**src/rtl/pillar_bus_pkg.sv**
```systemverilog
// Shared definitions for the memory-bus arbiter: FSM encoding and width helpers.
package pillar_bus_pkg;

  typedef enum logic [1:0] {
    ST_IDLE  = 2'd0,
    ST_ISSUE = 2'd1,
    ST_RESP  = 2'd2
  } state_e;

  function automatic int strb_w(input int data_w);
    return data_w / 8;
  endfunction

  // Index width that stays legal (>=1) even for a single-entry vector.
  function automatic int idx_w(input int n);
    return (n > 1) ? $clog2(n) : 1;
  endfunction

endpackage

```
**src/rtl/mem_bus_arbiter_if.sv**
```systemverilog
// Bundles the N request ports and the single RAM port of the memory-bus arbiter.
interface mem_bus_arbiter_if #(
  parameter int N_MASTERS = 2,
  parameter int ADDR_W    = 32,
  parameter int DATA_W    = 32
);
  import pillar_bus_pkg::*;

  localparam int STRB_W = strb_w(DATA_W);

  logic [N_MASTERS-1:0]        req_valid;
  logic [N_MASTERS-1:0]        req_ready;
  logic [N_MASTERS-1:0]        req_we;
  logic [N_MASTERS*ADDR_W-1:0] req_addr;
  logic [N_MASTERS*DATA_W-1:0] req_wdata;
  logic [N_MASTERS*STRB_W-1:0] req_wstrb;
  logic [N_MASTERS-1:0]        rsp_valid;
  logic [DATA_W-1:0]           rsp_rdata;

  logic                        mem_en;
  logic                        mem_we;
  logic [ADDR_W-1:0]           mem_addr;
  logic [DATA_W-1:0]           mem_wdata;
  logic [STRB_W-1:0]           mem_wstrb;
  logic [DATA_W-1:0]           mem_rdata;

  // Requesters and the RAM model sit on the master side; the arbiter is the slave.
  modport master (
    output req_valid, req_we, req_addr, req_wdata, req_wstrb, mem_rdata,
    input  req_ready, rsp_valid, rsp_rdata, mem_en, mem_we, mem_addr, mem_wdata, mem_wstrb
  );

  modport slave (
    input  req_valid, req_we, req_addr, req_wdata, req_wstrb, mem_rdata,
    output req_ready, rsp_valid, rsp_rdata, mem_en, mem_we, mem_addr, mem_wdata, mem_wstrb
  );

endinterface

```
**src/rtl/rr_arbiter.sv**
```systemverilog
// Round-robin picker: first request at or above last_grant+1 (mod N) wins.
module rr_arbiter
  import pillar_bus_pkg::*;
#(
  parameter int N = 2,
  localparam int IDX_W = idx_w(N)
) (
  input  logic             clk,
  input  logic             reset,
  input  logic [N-1:0]     req_i,
  input  logic             update_i,
  output logic [N-1:0]     gnt_o,
  output logic [IDX_W-1:0] gnt_idx_o
);

  logic [IDX_W-1:0] last_q, last_d;

  always_comb begin : search
    int               cand;
    logic [IDX_W-1:0] cidx;
    logic             found;
    // NOTE: every combinational output gets a default first so no path leaves it unassigned (no latch).
    gnt_o     = '0;
    gnt_idx_o = '0;
    found     = 1'b0;
    cand      = 0;
    cidx      = '0;
    for (int k = 1; k <= N; k++) begin
      cand = (int'(last_q) + k) % N;
      cidx = IDX_W'(cand);
      if (!found && req_i[cidx]) begin
        found       = 1'b1;
        gnt_o[cidx] = 1'b1;
        gnt_idx_o   = cidx;
      end
    end
  end

  assign last_d = update_i ? gnt_idx_o : last_q;

  // NOTE: sequential state uses non-blocking assignments so all flops update together at the edge.
  always_ff @(posedge clk) begin
    if (reset) last_q <= IDX_W'(N - 1);
    else       last_q <= last_d;
  end

endmodule

```
**src/rtl/mem_bus_arbiter.sv**
```systemverilog
// N-master to single synchronous RAM arbiter: IDLE -> ISSUE -> RESP, one transaction at a time.
module mem_bus_arbiter
  import pillar_bus_pkg::*;
#(
  parameter int N_MASTERS = 2,
  parameter int ADDR_W    = 32,
  parameter int DATA_W    = 32
) (
  input  logic             clk,
  input  logic             reset,
  mem_bus_arbiter_if.slave bus
);

  localparam int STRB_W = strb_w(DATA_W);
  localparam int IDX_W  = idx_w(N_MASTERS);

  state_e              state_q, state_d;
  logic [IDX_W-1:0]    win_q, win_d;
  logic                we_q, we_d;
  logic [ADDR_W-1:0]   addr_q, addr_d;
  logic [DATA_W-1:0]   wdata_q, wdata_d;
  logic [STRB_W-1:0]   wstrb_q, wstrb_d;

  logic [N_MASTERS-1:0] gnt;
  logic [IDX_W-1:0]     gnt_idx;
  logic                 grant_en;

  assign grant_en = (state_q == ST_IDLE) && (|bus.req_valid) && !reset;

  rr_arbiter #(.N(N_MASTERS)) u_rr (
    .clk      (clk),
    .reset    (reset),
    .req_i    (bus.req_valid),
    .update_i (grant_en),
    .gnt_o    (gnt),
    .gnt_idx_o(gnt_idx)
  );

  always_ff @(posedge clk) begin
    if (reset) state_q <= ST_IDLE;
    else       state_q <= state_d;
  end

  always_ff @(posedge clk) begin
    if (reset) begin
      win_q   <= '0;
      we_q    <= 1'b0;
      addr_q  <= '0;
      wdata_q <= '0;
      wstrb_q <= '0;
    end else begin
      win_q   <= win_d;
      we_q    <= we_d;
      addr_q  <= addr_d;
      wdata_q <= wdata_d;
      wstrb_q <= wstrb_d;
    end
  end

  // Next state, and capture of the winner's payload on the IDLE handshake.
  always_comb begin
    state_d = state_q;
    win_d   = win_q;
    we_d    = we_q;
    addr_d  = addr_q;
    wdata_d = wdata_q;
    wstrb_d = wstrb_q;
    unique case (state_q)
      ST_IDLE: begin
        if (|bus.req_valid) begin
          state_d = ST_ISSUE;
          win_d   = gnt_idx;
          we_d    = bus.req_we[gnt_idx];
          addr_d  = bus.req_addr[gnt_idx*ADDR_W +: ADDR_W];
          wdata_d = bus.req_wdata[gnt_idx*DATA_W +: DATA_W];
          wstrb_d = bus.req_wstrb[gnt_idx*STRB_W +: STRB_W];
        end
      end
      ST_ISSUE: state_d = ST_RESP;
      ST_RESP:  state_d = ST_IDLE;
      default:  state_d = ST_IDLE;
    endcase
  end

  // Everything except req_ready is decoded from registered state.
  always_comb begin
    bus.req_ready = '0;
    bus.rsp_valid = '0;
    bus.rsp_rdata = '0;
    bus.mem_en    = 1'b0;
    bus.mem_we    = 1'b0;
    bus.mem_addr  = '0;
    bus.mem_wdata = '0;
    bus.mem_wstrb = '0;
    unique case (state_q)
      ST_IDLE: begin
        if (!reset) bus.req_ready = gnt;
      end
      ST_ISSUE: begin
        bus.mem_en    = 1'b1;
        bus.mem_we    = we_q;
        bus.mem_addr  = addr_q;
        bus.mem_wdata = wdata_q;
        bus.mem_wstrb = we_q ? wstrb_q : '0;
      end
      ST_RESP: begin
        bus.rsp_valid[win_q] = 1'b1;
        bus.rsp_rdata        = bus.mem_rdata;
      end
      default: ;
    endcase
  end

endmodule
```
**src/flat_wrapper.sv**
```systemverilog
// flat-port wrapper written by rule: the top's interface ports become plain ports
module mem_bus_arbiter_flat import pillar_bus_pkg::*;
#(
  parameter int N_MASTERS = 2,
  parameter int ADDR_W    = 32,
  parameter int DATA_W    = 32
)
  (clk, reset, bus_req_valid, bus_req_we, bus_req_addr, bus_req_wdata, bus_req_wstrb, bus_mem_rdata, bus_req_ready, bus_rsp_valid, bus_rsp_rdata, bus_mem_en, bus_mem_we, bus_mem_addr, bus_mem_wdata, bus_mem_wstrb);
  mem_bus_arbiter_if #(.N_MASTERS(N_MASTERS), .ADDR_W(ADDR_W), .DATA_W(DATA_W)) bus_i ();
  input  logic clk;
  input  logic reset;
  input wire logic [$bits(bus_i.req_valid)-1:0] bus_req_valid;
  input wire logic [$bits(bus_i.req_we)-1:0] bus_req_we;
  input wire logic [$bits(bus_i.req_addr)-1:0] bus_req_addr;
  input wire logic [$bits(bus_i.req_wdata)-1:0] bus_req_wdata;
  input wire logic [$bits(bus_i.req_wstrb)-1:0] bus_req_wstrb;
  input wire logic [$bits(bus_i.mem_rdata)-1:0] bus_mem_rdata;
  output wire logic [$bits(bus_i.req_ready)-1:0] bus_req_ready;
  output wire logic [$bits(bus_i.rsp_valid)-1:0] bus_rsp_valid;
  output wire logic [$bits(bus_i.rsp_rdata)-1:0] bus_rsp_rdata;
  output wire logic [$bits(bus_i.mem_en)-1:0] bus_mem_en;
  output wire logic [$bits(bus_i.mem_we)-1:0] bus_mem_we;
  output wire logic [$bits(bus_i.mem_addr)-1:0] bus_mem_addr;
  output wire logic [$bits(bus_i.mem_wdata)-1:0] bus_mem_wdata;
  output wire logic [$bits(bus_i.mem_wstrb)-1:0] bus_mem_wstrb;
  assign bus_i.req_valid = bus_req_valid;
  assign bus_i.req_we = bus_req_we;
  assign bus_i.req_addr = bus_req_addr;
  assign bus_i.req_wdata = bus_req_wdata;
  assign bus_i.req_wstrb = bus_req_wstrb;
  assign bus_i.mem_rdata = bus_mem_rdata;
  assign bus_req_ready = bus_i.req_ready;
  assign bus_rsp_valid = bus_i.rsp_valid;
  assign bus_rsp_rdata = bus_i.rsp_rdata;
  assign bus_mem_en = bus_i.mem_en;
  assign bus_mem_we = bus_i.mem_we;
  assign bus_mem_addr = bus_i.mem_addr;
  assign bus_mem_wdata = bus_i.mem_wdata;
  assign bus_mem_wstrb = bus_i.mem_wstrb;
  mem_bus_arbiter #(.N_MASTERS(N_MASTERS), .ADDR_W(ADDR_W), .DATA_W(DATA_W)) u_core (.clk(clk), .reset(reset), .bus(bus_i));
endmodule
```
**config.mk**
```make
export PLATFORM = sky130hd
export DESIGN_NAME = mem_bus_arbiter_flat
export DESIGN_NICKNAME = d
export VERILOG_FILES = /design/src/rtl/pillar_bus_pkg.sv /design/src/rtl/mem_bus_arbiter_if.sv /design/src/rtl/rr_arbiter.sv /design/src/rtl/mem_bus_arbiter.sv /design/src/flat_wrapper.sv
export SDC_FILE = /design/constraint.sdc
export NUM_CORES = 1
export LEC_CHECK = 0
export CAP_MARGIN = 10
export CELL_PAD_IN_SITES_DETAIL_PLACEMENT = 2
export CELL_PAD_IN_SITES_GLOBAL_PLACEMENT = 2
export CORE_MARGIN = 4
export CORE_UTILIZATION = 18
export CTS_CLUSTER_DIAMETER = 50
export DETAILED_ROUTE_END_ITERATION = 6
export GPL_TIMING_DRIVEN = 0
export HOLD_SLACK_MARGIN = 0.15
export PLACE_DENSITY = 0.85
export RECOVER_POWER = 100
export SYNTH_ARGS = -nofsm -noshare
export SYNTH_HDL_FRONTEND = slang
export SYNTH_SLANG_ARGS = --single-unit
```
**constraint.sdc**
```tcl
create_clock -name clk -period 1.9 [get_ports clk]
set_clock_uncertainty 0.1 [all_clocks]
set_input_delay 0.57 -clock clk [delete_from_list [all_inputs] [get_ports clk]]
set_output_delay 0.57 -clock clk [all_outputs]
set_load 0.01 [all_outputs]
```
=== Word level (Yosys, flattened, before mapping) ===
Index checks and enable logic that the tools add are counted.

* Add/sub/neg operators: 2
* Multipliers: 0
* Div/mod/pow operators: 0
* $lt $le $gt $ge: 7
* Eq/ne operators: 3
* Shift operators: 3
* Multiplexer cells: 29
* Bitwise gates (word level): 1
* Reductions and logical operators: 11

{| class="wikitable"
|+ Operators by type and width
! operator !! number
|-
| $shiftx A64 B7 Y32 || 2
|-
| $mux W32 || 3
|-
| $mux W1 || 14
|-
| $mux W2 || 6
|-
| $lt A1 B2 Y1 const B || 4
|-
| $mux W4 || 2
|-
| $shiftx A8 B4 Y4 || 1
|-
| $logic_and A1 B1 Y1 || 6
|-
| $pmux W2 S2 || 1
|-
| $demux W1 S1 || 3
|-
| $ge A1 B1 Y1 const B || 3
|-
| $add A1 B1 Y1 const B || 2
|-
| $eq A2 B1 Y1 const B || 1
|-
| $eq A2 B2 Y1 const B || 1
|-
| $logic_not A1 Y1 || 2
|-
| $logic_not A2 Y1 || 1
|-
| $ne A2 B2 Y1 const B || 1
|-
| $or A2 B2 Y2 || 1
|-
| $reduce_and A2 Y1 || 1
|-
| $reduce_or A2 Y1 || 1
|}

* Register bits after elaboration: 73
* Bits in latches: 0
* RAM bits: 0
* Memory bits (read-only): 0
* Bits of input ports: 174
* Output and inout bits: 106
* Logic and storage cells: 63
* Memories: 0

=== Longest topological paths before layout ===
Gate-level depths: netlist of the first run.

* Depth in word-level cells: 10
* Mapped depth: 6
* Gate-level depth less buffers: 3

=== Modules after synthesis ===
Synthesis of the first run repeated with hierarchy kept, for this count alone.

* Cell total of the unflattened synthesis: 454
* Area, all modules: 4036.4 um2

{| class="wikitable"
|+ By module, submodules not included
! module !! instances !! cells each !! area each (um2) !! sequential area each (um2)
|-
| mem_bus_arbiter || 1 || 447 || 3971.3 || 1441.4
|-
| rr_arbiter || 1 || 7 || 65.1 || 20.0
|}

=== Worst setup path after synthesis of the first run ===
No wires, ideal clock.

* Path type: reg2out
* From: reg u_core.state_q[0]
* To: out bus_mem_wdata[23]
* Data arrival time: 1142 ps
* Required time: 1230 ps
* Setup slack: 88 ps
* Cell stages (with the launch flop): 5
* Path buffers: 2
* Cells stage by stage: dfxtp_1 -> nor2b_1 -> buf_2 -> clkbuf_1 -> and2_1

* Longest elaborated chain between the ends: 2

{| class="wikitable"
|+ RTL lines
! item !! line !! RTL
|-
| from (decl) || mem_bus_arbiter.sv:17 || <nowiki>state_e state_q, state_d;</nowiki>
|-
| from (signal assigned) || mem_bus_arbiter.sv:41 || <nowiki>else state_q <= state_d;</nowiki>
|-
| $eq A2 B1 Y1 || mem_bus_arbiter.sv:95 || <nowiki>unique case (state_q)</nowiki>
|-
| $mux W32 || mem_bus_arbiter.sv:95 ||
|-
| to (decl) || flat_wrapper.sv:24 || <nowiki>output wire logic [$bits(bus_i.mem_wdata)-1:0] bus_mem_wdata;</nowiki>
|}

Every way passes these cells.

=== Worst setup path in the final report of the first run ===
* From: reg u_core.state_q[0]
* To: out bus_mem_wstrb[0]

* Longest elaborated chain between the ends: 2

{| class="wikitable"
|+ RTL lines
! item !! line !! RTL
|-
| $eq A2 B1 Y1 || mem_bus_arbiter.sv:95 ||
|-
| $mux W4 || mem_bus_arbiter.sv:95 ||
|-
| to (decl) || flat_wrapper.sv:25 || <nowiki>output wire logic [$bits(bus_i.mem_wstrb)-1:0] bus_mem_wstrb;</nowiki>
|}

Every way passes these cells.

==> impl_results.md, run 1 <==
* Outcome: complete, but fails checks
* Failing checks: setup timing
* Power Total at 5400 uW
* Syn_nets at 698
* GP Congestion at 0.741
* Die Span Y at 159 um
* Worst-path fanout max at 6
* RSZ-0062 raised after global routing: true
* R2r setup slk at -0.02 ns
* Clk sinks at 73
* Minimum clock period at 2.22 ns
* Iter 0 DRT Violations at 118
* Critical Path Start Type: register
* Number of global-route vias before repair at 5684
* Area growth from synthesis to layout at 100%
* # setup viols final at 116
* Clock buffer depth at 2
* WL/cell at 20.6 um
* Avg Inst Size Synth at 7.84 um2
* Worst hold slack at 0.367 ns
* Starting density of the core at 18.2%
* Fillers at 2491
* Max Cap Viol at 0
* Yosys top cell area share at 35.6%
* Htree depth at 3
* Layout cells sized above 1 at 33.8%
* First drt pass iteration count at 4
* First-pass GRT wire length at 34.4 mm
* Dominant synthesized flop cell: dfxtp_1
* Clock transition at path regs at 0.06 ns
* Core Region at 22600 um2
* Synth Instances at 524
* Slew Limit Headroom at 65.7%
* Largest net degree at the start of global routing at 13
* PortBufs at 278
* Yosys warning count at 0
* CTS Buf Count at 9
* Synth unique cells at 25
* Period utilization at 117%
* Top routing layer in use: met4
* Leakage power at 0.00350 uW
* Die area at 25300 um2
* Main area contributors after synthesis: dfxtp_1, and2_1, nand2_1
* N_diodes at 0
* Pwr dens at 656 nW/um2
* Clock Latency Late Sink at 0.34 ns
* CP Data Required Time at 1.23 ns
* Critical path capture point type: output pin
* Worst Tran Pin Value at 0.514 ns
* Register area share after synthesis at 35.6%
* Yosys reg bits at 73
* Routed WL at 23.2 mm
* VDD IR max at 0.000349 V
* Most used cell, CP: buf_8
* Slew Viols, Final at 0
* Nets@finish at 1014
* Async set or reset register ratio after synthesis at 0%
* Wire length on met1 at 9.17 mm
* HPWL after DPL at 16.8 mm
* Antenna violations before repair at 1
* GRT Util Overall at 17.4%
* TritonCTS clock tree: done
* Worst Path Buf+Inv at 4
* Overall via count from detail_route at 5075
* Crit path max-delay cell type: dfxtp_4
* Post-cts hold buffer count at 0
* Final antenna-violating net count at 0
* Clk root buf: clkbuf_16
* FP Rows at 55
* Crit-path cells: nor2b_4 -> buf_8 -> buf_8 -> clkbuf_16 -> and3_4 -> buf_6
* Post-route DRC at 0
* Fmax at 0.450 GHz
* Via-to-Cell Ratio at 4.49
* Worst path top cell family by delay: buffers and inverters
* Most common cell in the netlist: nand2_1
* Multi-input logic area at 2610 um2
* Top cells by count, synth: nand2_1, and2_1, dfxtp_1, a32oi_1, nand2b_1
* Register area at 1470 um2
* Hold Path Class: reg -> reg
* Mapped Area at 4110 um2
* Met2 wire length at 12.2 mm
* # IOs at 280
* Detailed-routed wire length on met3 at 1.52 mm
* Die X at 159 um
* CP arrival at 1.55 ns
* Critical path class: reg -> out
* Area leader, netlist: dfxtp_1
* Final setup margin at -0.324 ns
* Total gr overflow at 0
* Hold Vio Cnt, Final at 0
* Slowest stage delay, CP at 0.35 ns
* Post-synth EDFFs at 0
-- worst paths after layout --
path,startpoint,endpoint,depth (start not counted)
worst max register to register,u_core.state_q[0]$_SDFFE_PP0P_,u_core.addr_q[5]$_SDFFE_PP0P_,7
worst max-delay path,u_core.state_q[0]$_SDFFE_PP0P_,bus_mem_wstrb[0],6
worst min register to register,u_core.addr_q[16]$_SDFFE_PP0P_,u_core.addr_q[16]$_SDFFE_PP0P_,2
worst min-delay path,u_core.addr_q[16]$_SDFFE_PP0P_,u_core.addr_q[16]$_SDFFE_PP0P_,2
-- worst reg2reg max path, delay by kind of cell (launching register included) --
| kind | cells | cell delay, ns |
|---|---|---|
| flip-flops | 1 | 0.35 |
| buffers and inverters | 5 | 0.96 |
| AO/OA/AOI/OAI | 1 | 0.15 |
| AND/OR/NAND/NOR | 1 | 0.23 |
-- state kept, by name (all words and copies together), names as in the netlist --
register,flops
u_core.addr_q,32
u_core.u_rr.last_q,1
u_core.wstrb_q,4
u_core.state_q,2
u_core.we_q,1
u_core.wdata_q,32
u_core.win_q,1
-- metal layers --
metal / vias to the layer above / GRT usage [%]
li1: 2409 / -
met1: 2453 / 18.9
met2: 191 / 32.4
met3: 22 / 5.20
met4: 0 / 4.93
met5: - / 0
-- timing repair --
item | 4_1_cts | 5_1_grt
pin swaps | 24 | 19
gates cloned | 7 | 0
gates resized for setup | 575 | 98
endpoints found under the setup margin | 177 | 156
buffers inserted | 15 | 7
-- per-stage QoR --
stage	setup TNS (ns)	cells	utilization [%]	cell area [um2]	setup slack (ns)
6_report	-25.87	1130	36.5	8230	-0.324
5_1_grt	-33.36	1130	36.5	8230	-0.398
4_1_cts	-27.89	1125	35.0	7910	-0.368
3_5_place_dp	-136.34	1087	32.1	7250	-1.42
3_3_place_gp	-135.63	1087	32.1	7250	-1.42
2_1_floorplan	0	524	-	4110	0.0885
-- layout make-up --
type,count,area share (%)
sequential,73,17.8
multi-input combinational,399,31.7
buffer,50,5.67
timing repair buffer,305,36.7
clock inverter,5,0.669
tap,285,4.33
clock buffer,11,2.95
inverter,2,0.0912
-- cells by family (layout without fill, tap and decap cells) --
| kind of cell | after synthesis | in the layout | share of synthesized area, % |
|---|---|---|---|
| compound gates | 88 | 88 | 18.9 |
| flops | 73 | 73 | 35.6 |
| buf+inv | 52 | 373 | 6.79 |
| simple gates | 311 | 311 | 38.7 |
-- report_power, final --
| group | switching (uW) | internal [uW] | leakage [uW] | total, uW |
|---|---|---|---|---|
| logic | 765 | 982 | 0.00275 | 1750 |
| clock network | 728 | 1050 | 0.000142 | 1780 |
| registers | 126 | 1750 | 0.000609 | 1870 |
-- cells in the final DEF (no fill, tap or decap), drive strengths merged --
| master | count |
|---|---|
| nand2b | 56 |
| clkdlybuf4s50 | 170 |
| nand3 | 1 |
| inv | 2 |
| bufinv | 1 |
| nor3 | 2 |
| a32oi | 56 |
| a311oi | 13 |
| a31oi | 1 |
| o31ai | 1 |
| a21oi | 14 |
| dfxtp | 73 |
| nand2 | 141 |
| nor2 | 2 |
| a21boi | 1 |
| or2 | 1 |
| and3 | 5 |
| clkinv | 2 |
| a21bo | 1 |
| o21ai | 1 |
| buf | 160 |
| clkbuf | 36 |
| and2 | 99 |
| nor2b | 4 |
| clkinvlp | 2 |
(Power assumes the default switching activity.)
==> run 2: changes to the inputs <==
- GPL_TIMING_DRIVEN: 0 -> unset
==> impl_results.md, run 2 (synthesis gave the netlist of run 1 again) <==
* GP Congestion at 0.742 (+0.22%)
* Critical path class: reg -> out
* Worst Tran Pin Value at 0.832 ns (+0.318 ns)
* Fmax at 0.453 GHz (+0.72%)
* Post-route DRC at 0 (unchanged)
* Layout cells sized above 1 at 32.0% (-1.8 points)
* Most frequent cells in the layout: clkdlybuf4s50_1, nand2_1, buf_6, dfxtp_1, and2_4
* HPWL after DPL at 14.7 mm (-12%)
* Die Span Y at 159 um (unchanged)
* CP arrival at 1.54 ns (about the same)
* Largest regs: u_core.addr_q: 32 flops, u_core.wdata_q: 32 flops, u_core.wstrb_q: 4 flops
* Antenna violations before repair at 0 (-1)
* N_diodes at 0 (unchanged)
* Worst-path fanout max at 7 (+1)
* Largest net degree at the start of global routing at 73 (+60)
* CP Data Required Time at 1.23 ns (about the same)
* TritonCTS clock tree: done
* Hold Vio Cnt, Final at 0 (unchanged)
* First drt pass iteration count at 4 (unchanged)
* Minimum clock period at 2.21 ns (-0.0158 ns)
* Nets@finish at 990 (-2.4%)
* Core Region at 22600 um2 (unchanged)
* Fillers at 2490 (-0.040%)
* Outcome: complete, but fails checks
* Global routing usage on met2 at 31.8% (-0.64 points)
* Clk sinks at 73 (unchanged)
* GR Util met3 at 5.67% (+0.47 points)
* Clock Latency Late Sink at 0.33 ns (about the same)
* Leakage power at 0.00344 uW (-1.6%)
* Clk root buf: clkbuf_16
* Slew Limit Headroom at 44.5% (-21 points)
* # IOs at 280 (unchanged)
* Via-to-Cell Ratio at 4.55 (+1.4%)
* PortBufs at 279 (+0.36%)
* Pwr dens at 646 nW/um2 (-1.4%)
* Starting density of the core at 18.2% (unchanged)
* WL/cell at 21.2 um (+3.3%)
* Iter 0 DRT Violations at 179 (+52%)
* Final antenna-violating net count at 0 (unchanged)
* Critical path capture point type: output pin
* Worst slack at placement at -0.762 ns (+0.656 ns)
* Routed WL at 23.5 mm (+1.1%)
* GRT Util Overall at 17.1% (-0.25 points)
* Slew Viols, Final at 0 (unchanged)
* Total gr overflow at 0 (unchanged)
* Number of global-route vias before repair at 5627 (-1.0%)
* Power Total at 5380 uW (-0.39%)
* Die X at 159 um (unchanged)
* Clock buffer depth at 2 (unchanged)
* Htree depth at 3 (unchanged)
* Hold Path Class: reg -> reg
* Commonest non-fill, non-tap cell in the layout: clkdlybuf4s50_1
* CTS Buf Count at 9 (unchanged)
* First-pass GRT wire length at 34.0 mm (-1.2%)
* RSZ-0062 raised after global routing: true
* Area growth from synthesis to layout at 102%
* Critical Path Start Type: register
* Grt peak-use layer: met2
* Max Cap Viol at 0 (unchanged)
* # setup viols final at 176 (+52%)
* Final setup margin at -0.308 ns (+0.0158 ns)
* Worst hold slack at 0.366 ns (-0.00106 ns)
* Period utilization at 116% (-0.83 points)
* Grt met1 use at 18.6% (-0.31 points)
* Post-cts hold buffer count at 0 (unchanged)
* Overall via count from detail_route at 5037 (-0.75%)
* Failing checks: setup timing
* FP Rows at 55 (unchanged)
* VDD IR max at 0.000396 V (+13%)
* Die area at 25300 um2 (unchanged)
* Clock transition at path regs at 0.07 ns (about the same)
* Post-Route Utilization at 36.9% (+0.38 points)
run 2: what timing repair did:
item                                    in CTS  in global routing
endpoints found under the setup margin     175                112
gates resized for setup                    489                122
setup buffers                               16                  5
cloned                                       8                  4
pin swaps                                   12                 48
run 2: area by class of cell:
cell class | instances | area, um2 | share of cell area (%)
tap | 285 | 357 | 4.29
multi-input combinational | 399 | 2570 | 30.9
timing repair buffer | 331 | 3620 | 43.5
inverter | 2 | 7.51 | 0.0903
clock inverter | 6 | 57.6 | 0.692
sequential | 73 | 1470 | 17.7
clock buffer | 10 | 239 | 2.87
run 2: path summary, 6_finish.rpt:
check	from	endpoint	slack [ns]	cells past startpoint
worst max register to register	u_core.state_q[1]$_SDFFE_PP0P_	u_core.wdata_q[4]$_SDFFE_PP0P_	0.06	7
worst min-delay path	u_core.wdata_q[8]$_SDFFE_PP0P_	u_core.wdata_q[8]$_SDFFE_PP0P_	0.37	2
worst min register to register	u_core.wdata_q[8]$_SDFFE_PP0P_	u_core.wdata_q[8]$_SDFFE_PP0P_	0.37	2
worst max-delay path	u_core.state_q[1]$_SDFFE_PP0P_	bus_rsp_rdata[16]	-0.31	6
run 2: critical path: stages (launching register included):
cell and delay (ns):
dfxtp_4 0.36, nor2b_4 0.19, buf_8 0.17, buf_16 0.14, buf_4 0.11, and2_4 0.13
buf_6 0.09
run 2: per-layer routing:
layer  vias to the layer above  part of all wire [%]
li1                       2355                     -
met5                         -                     0
met2                       200                    52
met3                        27                   6.9
met4                         0                   2.3
met1                      2455                    39
run 2: metrics by stage:
step | TNS, ns | cell area, um2 | std cells
detailed placement | -82.51 | 7290 | 1060
CTS | -28.08 | 7870 | 1100
finish | -30.84 | 8320 | 1106
floorplan | 0 | 4110 | 524
global placement | -77.50 | 7290 | 1060
global route | -43.08 | 8320 | 1106
run 2: report_power, final:
part	leakage (uW)	total, uW	switching [uW]	internal [uW]
clock network	0.000148	1770	724	1050
logic	0.00268	1740	760	982
registers	0.000609	1870	119	1750
==> run 3: changes to the inputs <==
- SLEW_MARGIN: unset -> 10
==> results of run 3 <==
Same layout as run 2: the final DEF is identical, and so are final timing and power.
